### src/rtl/cp0_interrupt_pkg.sv
// Shared CP0 encodings: operation codes, register numbers, bit positions and FSM states.
// The pipeline controller imports this package for the oper field as well.
package cp0_interrupt_pkg;

  typedef enum logic [1:0] {
    CP0_NOP  = 2'b00,
    CP0_MFC0 = 2'b01,
    CP0_MTC0 = 2'b10,
    CP0_ERET = 2'b11
  } cp0_oper_e;

  typedef enum logic [1:0] {
    S_RUN  = 2'b00,
    S_TRAP = 2'b01,
    S_ERET = 2'b10
  } cp0_state_e;

  localparam logic [4:0] CP0_STATUS = 5'd12;
  localparam logic [4:0] CP0_CAUSE  = 5'd13;
  localparam logic [4:0] CP0_EPC    = 5'd14;
  localparam logic [4:0] CP0_EBASE  = 5'd15;

  localparam int ST_IE  = 0;
  localparam int ST_EXL = 1;
  localparam int CA_IP  = 10;

endpackage

### src/rtl/cp0_interrupt_regs.sv
// CP0 register file (STATUS/CAUSE/EPC/EBASE) with write decode and combinational read mux.
// Trap entry and ERET side effects are applied here on request from the control FSM.
module cp0_interrupt_regs
  import cp0_interrupt_pkg::*;
#(
  parameter logic [31:0] EXC_VECTOR = 32'h0000_0020
) (
  input  logic        clk,
  input  logic        rst,
  input  logic        wr_en_i,
  input  logic [4:0]  addr_i,
  input  logic [31:0] data_w_i,
  input  logic        trap_i,
  input  logic [31:0] trap_epc_i,
  input  logic        eret_i,
  input  logic        ip_set_i,
  output logic [31:0] data_r_o,
  output logic        ie_o,
  output logic        exl_o,
  output logic        ip_o,
  output logic [31:0] epc_o,
  output logic [31:0] ebase_o
);

  logic        ie_q, ie_d;
  logic        exl_q, exl_d;
  logic        ip_q, ip_d;
  logic [31:0] epc_q, epc_d;
  logic [31:0] ebase_q, ebase_d;

  always_ff @(posedge clk) begin
    if (rst) begin
      ie_q    <= 1'b0;
      exl_q   <= 1'b0;
      ip_q    <= 1'b0;
      epc_q   <= '0;
      ebase_q <= {EXC_VECTOR[31:2], 2'b00};
    end else begin
      ie_q    <= ie_d;
      exl_q   <= exl_d;
      ip_q    <= ip_d;
      epc_q   <= epc_d;
      ebase_q <= ebase_d;
    end
  end

  always_comb begin
    ie_d    = ie_q;
    exl_d   = exl_q;
    ip_d    = ip_q;
    epc_d   = epc_q;
    ebase_d = ebase_q;
    if (trap_i) begin
      exl_d = 1'b1;
      ip_d  = 1'b0;
      epc_d = trap_epc_i;
    end else if (eret_i) begin
      exl_d = 1'b0;
    end else if (wr_en_i) begin
      case (addr_i)
        CP0_STATUS: begin
          ie_d  = data_w_i[ST_IE];
          exl_d = data_w_i[ST_EXL];
        end
        CP0_CAUSE: ip_d    = data_w_i[CA_IP];
        CP0_EPC:   epc_d   = data_w_i;
        CP0_EBASE: ebase_d = {data_w_i[31:2], 2'b00};
        default:   ;
      endcase
    end
    // A new request edge beats any clear (trap entry or MTC0) on the same edge
    if (ip_set_i) ip_d = 1'b1;
  end

  always_comb begin
    data_r_o = '0;
    case (addr_i)
      CP0_STATUS: begin
        data_r_o[ST_IE]  = ie_q;
        data_r_o[ST_EXL] = exl_q;
      end
      CP0_CAUSE: data_r_o[CA_IP] = ip_q;
      CP0_EPC:   data_r_o = epc_q;
      CP0_EBASE: data_r_o = ebase_q;
      default:   data_r_o = '0;
    endcase
  end

  assign ie_o    = ie_q;
  assign exl_o   = exl_q;
  assign ip_o    = ip_q;
  assign epc_o   = epc_q;
  assign ebase_o = ebase_q;

endmodule

### src/rtl/cp0_interrupt.sv
// CP0 interrupt/exception responder: edge-detects the external request, runs the
// RUN/TRAP/ERET redirect FSM and drives the fetch redirect back to the pipeline.
module cp0_interrupt
  import cp0_interrupt_pkg::*;
#(
  parameter logic [31:0] EXC_VECTOR = 32'h0000_0020
) (
  input  logic        clk,
  input  logic        rst,
  input  logic [1:0]  oper_i,
  input  logic        en_i,
  input  logic [4:0]  addr_i,
  input  logic [31:0] data_w_i,
  output logic [31:0] data_r_o,
  input  logic        ir_in_i,
  input  logic [31:0] ret_addr_i,
  output logic        jump_en_o,
  output logic [31:0] jump_addr_o
);

  cp0_state_e  state_q, state_d;
  logic [31:0] jump_addr_q, jump_addr_d;
  logic        ir_prev_q;

  logic        ie, exl, ip;
  logic [31:0] epc, ebase;
  logic        ip_set, in_run, take_trap, do_eret, wr_en;

  assign ip_set = ir_in_i & ~ir_prev_q;
  assign in_run = (state_q == S_RUN);

  // Interrupt entry has priority and suppresses the ID instruction's own operation
  assign take_trap = in_run & en_i & ip & ie & ~exl;
  assign do_eret   = in_run & en_i & ~take_trap & (oper_i == CP0_ERET) & exl;
  assign wr_en     = in_run & en_i & ~take_trap & (oper_i == CP0_MTC0);

  cp0_interrupt_regs #(
    .EXC_VECTOR(EXC_VECTOR)
  ) u_regs (
    .clk       (clk),
    .rst       (rst),
    .wr_en_i   (wr_en),
    .addr_i    (addr_i),
    .data_w_i  (data_w_i),
    .trap_i    (take_trap),
    .trap_epc_i(ret_addr_i),
    .eret_i    (do_eret),
    .ip_set_i  (ip_set),
    .data_r_o  (data_r_o),
    .ie_o      (ie),
    .exl_o     (exl),
    .ip_o      (ip),
    .epc_o     (epc),
    .ebase_o   (ebase)
  );

  always_ff @(posedge clk) begin
    if (rst) begin
      state_q     <= S_RUN;
      jump_addr_q <= '0;
      ir_prev_q   <= 1'b0;
    end else begin
      state_q     <= state_d;
      jump_addr_q <= jump_addr_d;
      ir_prev_q   <= ir_in_i;
    end
  end

  always_comb begin
    state_d     = state_q;
    jump_addr_d = jump_addr_q;
    case (state_q)
      S_RUN: begin
        if (take_trap) begin
          state_d     = S_TRAP;
          jump_addr_d = ebase;
        end else if (do_eret) begin
          state_d     = S_ERET;
          jump_addr_d = epc;
        end
      end
      S_TRAP, S_ERET: begin
        if (en_i) state_d = S_RUN;
      end
      default: state_d = S_RUN;
    endcase
  end

  always_comb begin
    jump_en_o   = (state_q != S_RUN);
    jump_addr_o = jump_addr_q;
  end

endmodule
### config.mk
export PLATFORM = sky130hd
export DESIGN_NAME = cp0_interrupt
export DESIGN_NICKNAME = d
export VERILOG_FILES = /design/src/rtl/cp0_interrupt_pkg.sv /design/src/rtl/cp0_interrupt_regs.sv /design/src/rtl/cp0_interrupt.sv
export SDC_FILE = /design/constraint.sdc
export NUM_CORES = 1
export LEC_CHECK = 0
export CAP_MARGIN = 20
export CORE_MARGIN = 4
export CORE_UTILIZATION = 42
export CTS_CLUSTER_DIAMETER = 80
export CTS_CLUSTER_SIZE = 25
export DETAILED_ROUTE_END_ITERATION = 8
export PLACE_DENSITY = 0.76
export SLEW_MARGIN = 5
export SYNTH_ARGS = -nofsm -noshare
export SYNTH_HDL_FRONTEND = slang
export SYNTH_SLANG_ARGS = --single-unit
### constraint.sdc
create_clock -name clk -period 1.7 [get_ports clk]
set_input_delay 0.255 -clock clk [delete_from_list [all_inputs] [get_ports clk]]
set_output_delay 0.255 -clock clk [all_outputs]
set_load 0.01 [all_outputs]
==> impl_metrics.tcl, run 1 <==
set metrics [dict create \
    status "finished with violations" \
    failed_checks "negative setup slack" \
    cts_tree "yes" \
    relSlewSlack_pct 73.4 \
    hold_end "u_regs.ie_o" \
    grt_overflow 0 \
    crit_type "reg2reg" \
    layout_setup_ws_ns -0.235 \
    finClkSkew_ns 0.0161 \
    start_util_pct 43.3 \
    syn2layout_area_growth_pct 60.0 \
    ctsRootBufferMaster "clkbuf_8" \
    startpoint_type "flip-flop" \
    grt.busiest_layer "met2" \
    cpMostUsedCell "buf_6" \
    min_period_ns 1.93 \
    slowest_delay_ns 0.34 \
    finalSetupViolCount 67 \
    insertion_delay_ns 0.35 \
    detail_route.first_pass.iterations 5 \
    cts.path.max_buffers 2 \
    synth_edf_count 0 \
    hold_path_class "in2reg" \
    gp_congestion 0.843 \
    drcViolationCount 0 \
    cts.sinks 100 \
    nNetsFinal 781 \
    num_vias 4894 \
    period_share_pct 114 \
    drv_slew 0 \
    r2r_start "state_q[0]" \
    ys_warn_count 0 \
    netlist.area_leader.share_pct 44.4 \
    avgSynthCellArea_um2 8.40 \
    drive_gt1_share_pct 26.7 \
    port_buffers 139 \
    die_area_mm2 0.0125 \
    synthFlopType "dfxtp_1" \
    grt_pass1_vias 4934 \
    worst_ep_arrival_time_ns 2.17 \
    synth_area_mm2 0.00451 \
    path_cells "inv_2 -> ha_4 -> nand4b_1 -> buf_4 -> nor4_4 -> buf_6 -> buf_6 -> buf_12 -> mux2i_1 -> nor2_1" \
    grt_max_degree 39 \
    grtUsageMet1_pct 32.2 \
    synth_seq_area_share_pct 44.4 \
    ir_worst_vdd_mv 0.433 \
    p_per_area_mw_per_mm2 610 \
    wl_um 16800 \
    antenna_found_initial 0 \
    htreeDepth 3 \
    dpl_cell_area_mm2 0.00625 \
    ff2ff_setup_slack_ns -0.23 \
    crit_fanout 8 \
    max_freq_mhz 517 \
    reg2reg_to "u_regs.ebase_o[8]" \
    hold_viol_final 0 \
    viasPerCell 5.80 \
    path_clk_slew_ns 0.11 \
    cts_inserted_buffers 9 \
    min_from "rst" \
    setup-tns-final_ns -9.03 \
    chipHeight_um 112 \
    dpl_worst_slack_ns -0.658 \
    syn_inst 537 \
    dp_hpwl_um 9990 \
    final_cells 844 \
    grt_pass1_wl_um 25600 \
    antennaDiodeCount 0 \
    cp_data_required_time_ns 1.93 \
    rows 37 \
    core_area_mm2 0.0104 \
    postRouteAntennaNets 0 \
    io_pins 140 \
    synthTopCellsByArea "dfxtp_1 (44%), a311oi_1 (12%), nand2_1 (11%)" \
    power_leakage_uw 0.00274 \
    hold_depth 2 \
    wire_per_inst_um 19.9 \
    async_reset_ff_share_pct 0 \
    final_area_mm2 0.00722 \
    yosysTopAreaCell "dfxtp_1" \
    rsz0062_at_grt "true" \
    drtIter0Drc 285 \
    num-fill-cells 783 \
    synth_cell_types 33 \
    slowest_stage "dfxtp_2" \
    maxCapViolCount 0 \
    met3_usage_pct 5.00 \
    die_x_um 112 \
    syn-num-nets 613 \
    ys_seq_elements 100 \
    grt.total_usage_pct 25.1 \
    critPathCaptureType "flip-flop" \
    multi_input_area_mm2 0.00259 \
    worst_pin_slew_ns 0.399 \
    regArea_mm2 0.00201 \
    dp.cells 802 \
    grtUsageMet2_pct 41.9 \
    reg2reg_depth 10 \
]
## power breakdown
group | switching (uW) | leakage [uW] | internal (uW)
clock network | 817 | 0.000100 | 855
registers | 5.57 | 0.000808 | 2350
logic | 159 | 0.00183 | 218
## critical path, delay by kind of cell, from the launching register on
| kind | cells | cell delay, ns |
|---|---|---|
| flops | 1 | 0.34 |
| mux | 1 | 0.22 |
| buf+inv | 5 | 0.69 |
| fa+ha+maj | 1 | 0.13 |
| simple gates | 3 | 0.44 |
## cells in the final DEF, fill, tap and decap left out, types with 4 or more instances in the layout
cell type	n
buf_2	32
dfxtp_2	5
clkdlybuf4s50_1	100
nand2_2	13
mux2i_1	30
a311oi_2	24
buf_12	14
dfxtp_1	95
nand2_1	105
nand2_4	11
clkbuf_16	4
buf_6	15
clkbuf_8	10
a311oi_1	38
a22o_1	31
nor2_1	93
clkdlybuf4s15_1	4
buf_4	24
a21oi_1	4
buf_16	6
## metrics by stage
step                      power (uW)  utilization (%)  hold WS [ns]
after floorplan                 2480                -         0.383
after global placement          2730             60.0         0.460
after detailed placement        2730             60.0         0.463
after CTS                       4390             65.6         0.286
after global routing            4530             69.3         0.310
final                           4400             69.3         0.294
## layer usage
layer	up-vias	share of wire, %
met3	41	8.0
li1	2236	-
met5	-	0
met4	0	2.4
met2	270	49
met1	2347	41
## final cells by class
cell class	instances	area share (%)
multi-input cells	383	35.9
repair buffers	206	30.7
flip-flops and latches	100	27.8
well taps	136	2.36
clock buffers	10	1.91
clock inverters	4	1.04
inverters	5	0.260
## state kept, by name, summed over array words and instances (netlist names)
signal and flops:
jump_addr_o 32, u_regs.epc_o 32, u_regs.ebase_o 30, state_q 2
ir_prev_q 1, u_regs.exl_o 1, u_regs.ie_o 1, u_regs.ip_o 1
## cells by family (layout without fill, tap and decap cells)
group | Yosys count | in the layout | synth area share [%]
flip-flops | 100 | 100 | 44.4
AO/OA/AOI/OAI | 102 | 102 | 19.3
buffers and inverters | 54 | 225 | 6.18
AND/OR/NAND/NOR | 246 | 246 | 22.3
adder cells (fa/ha/maj) | 1 | 1 | 0.277
multiplexers | 34 | 34 | 7.60
## worst max-delay path by stage
stage          cells past startpoint                 end        from
2_1_floorplan                      8    u_regs.epc_o[10]  state_q[1]
3_3_place_gp                       6        data_r_o[29]   addr_i[0]
3_5_place_dp                       6        data_r_o[13]   addr_i[2]
4_1_cts                           10    u_regs.epc_o[16]  state_q[0]
5_1_grt                           10  u_regs.ebase_o[11]  state_q[0]
6_report                          10   u_regs.ebase_o[8]  state_q[0]
## repair_timing
item | in CTS | in global routing
hold endpoints to repair | 0 | 0
pin swaps | 31 | 40
gates resized for setup | 197 | 66
endpoints found under the setup margin | 129 | 116
setup buffers | 12 | 4
gates cloned | 10 | 4
hold buffers | 0 | 0
## cells in the mapped netlist (all sizes together), types with 3 or more instances
| cell | n |
|---|---|
| mux2i | 32 |
| clkbuf | 29 |
| dfxtp | 100 |
| a21oi | 5 |
| nor2 | 96 |
| a311oi | 62 |
| nor4 | 4 |
| a22o | 31 |
| buf | 20 |
| nand2 | 130 |
| nand3 | 3 |
| inv | 5 |
No activity file was read; power rests on OpenSTA's default activity.
==> inputs of run 2 (changes only) <==
Settings changed: CTS_CLUSTER_SIZE 25 to not set.
==> results of run 2 <==
Final layout, timing and power as in run 1 (identical DEF).
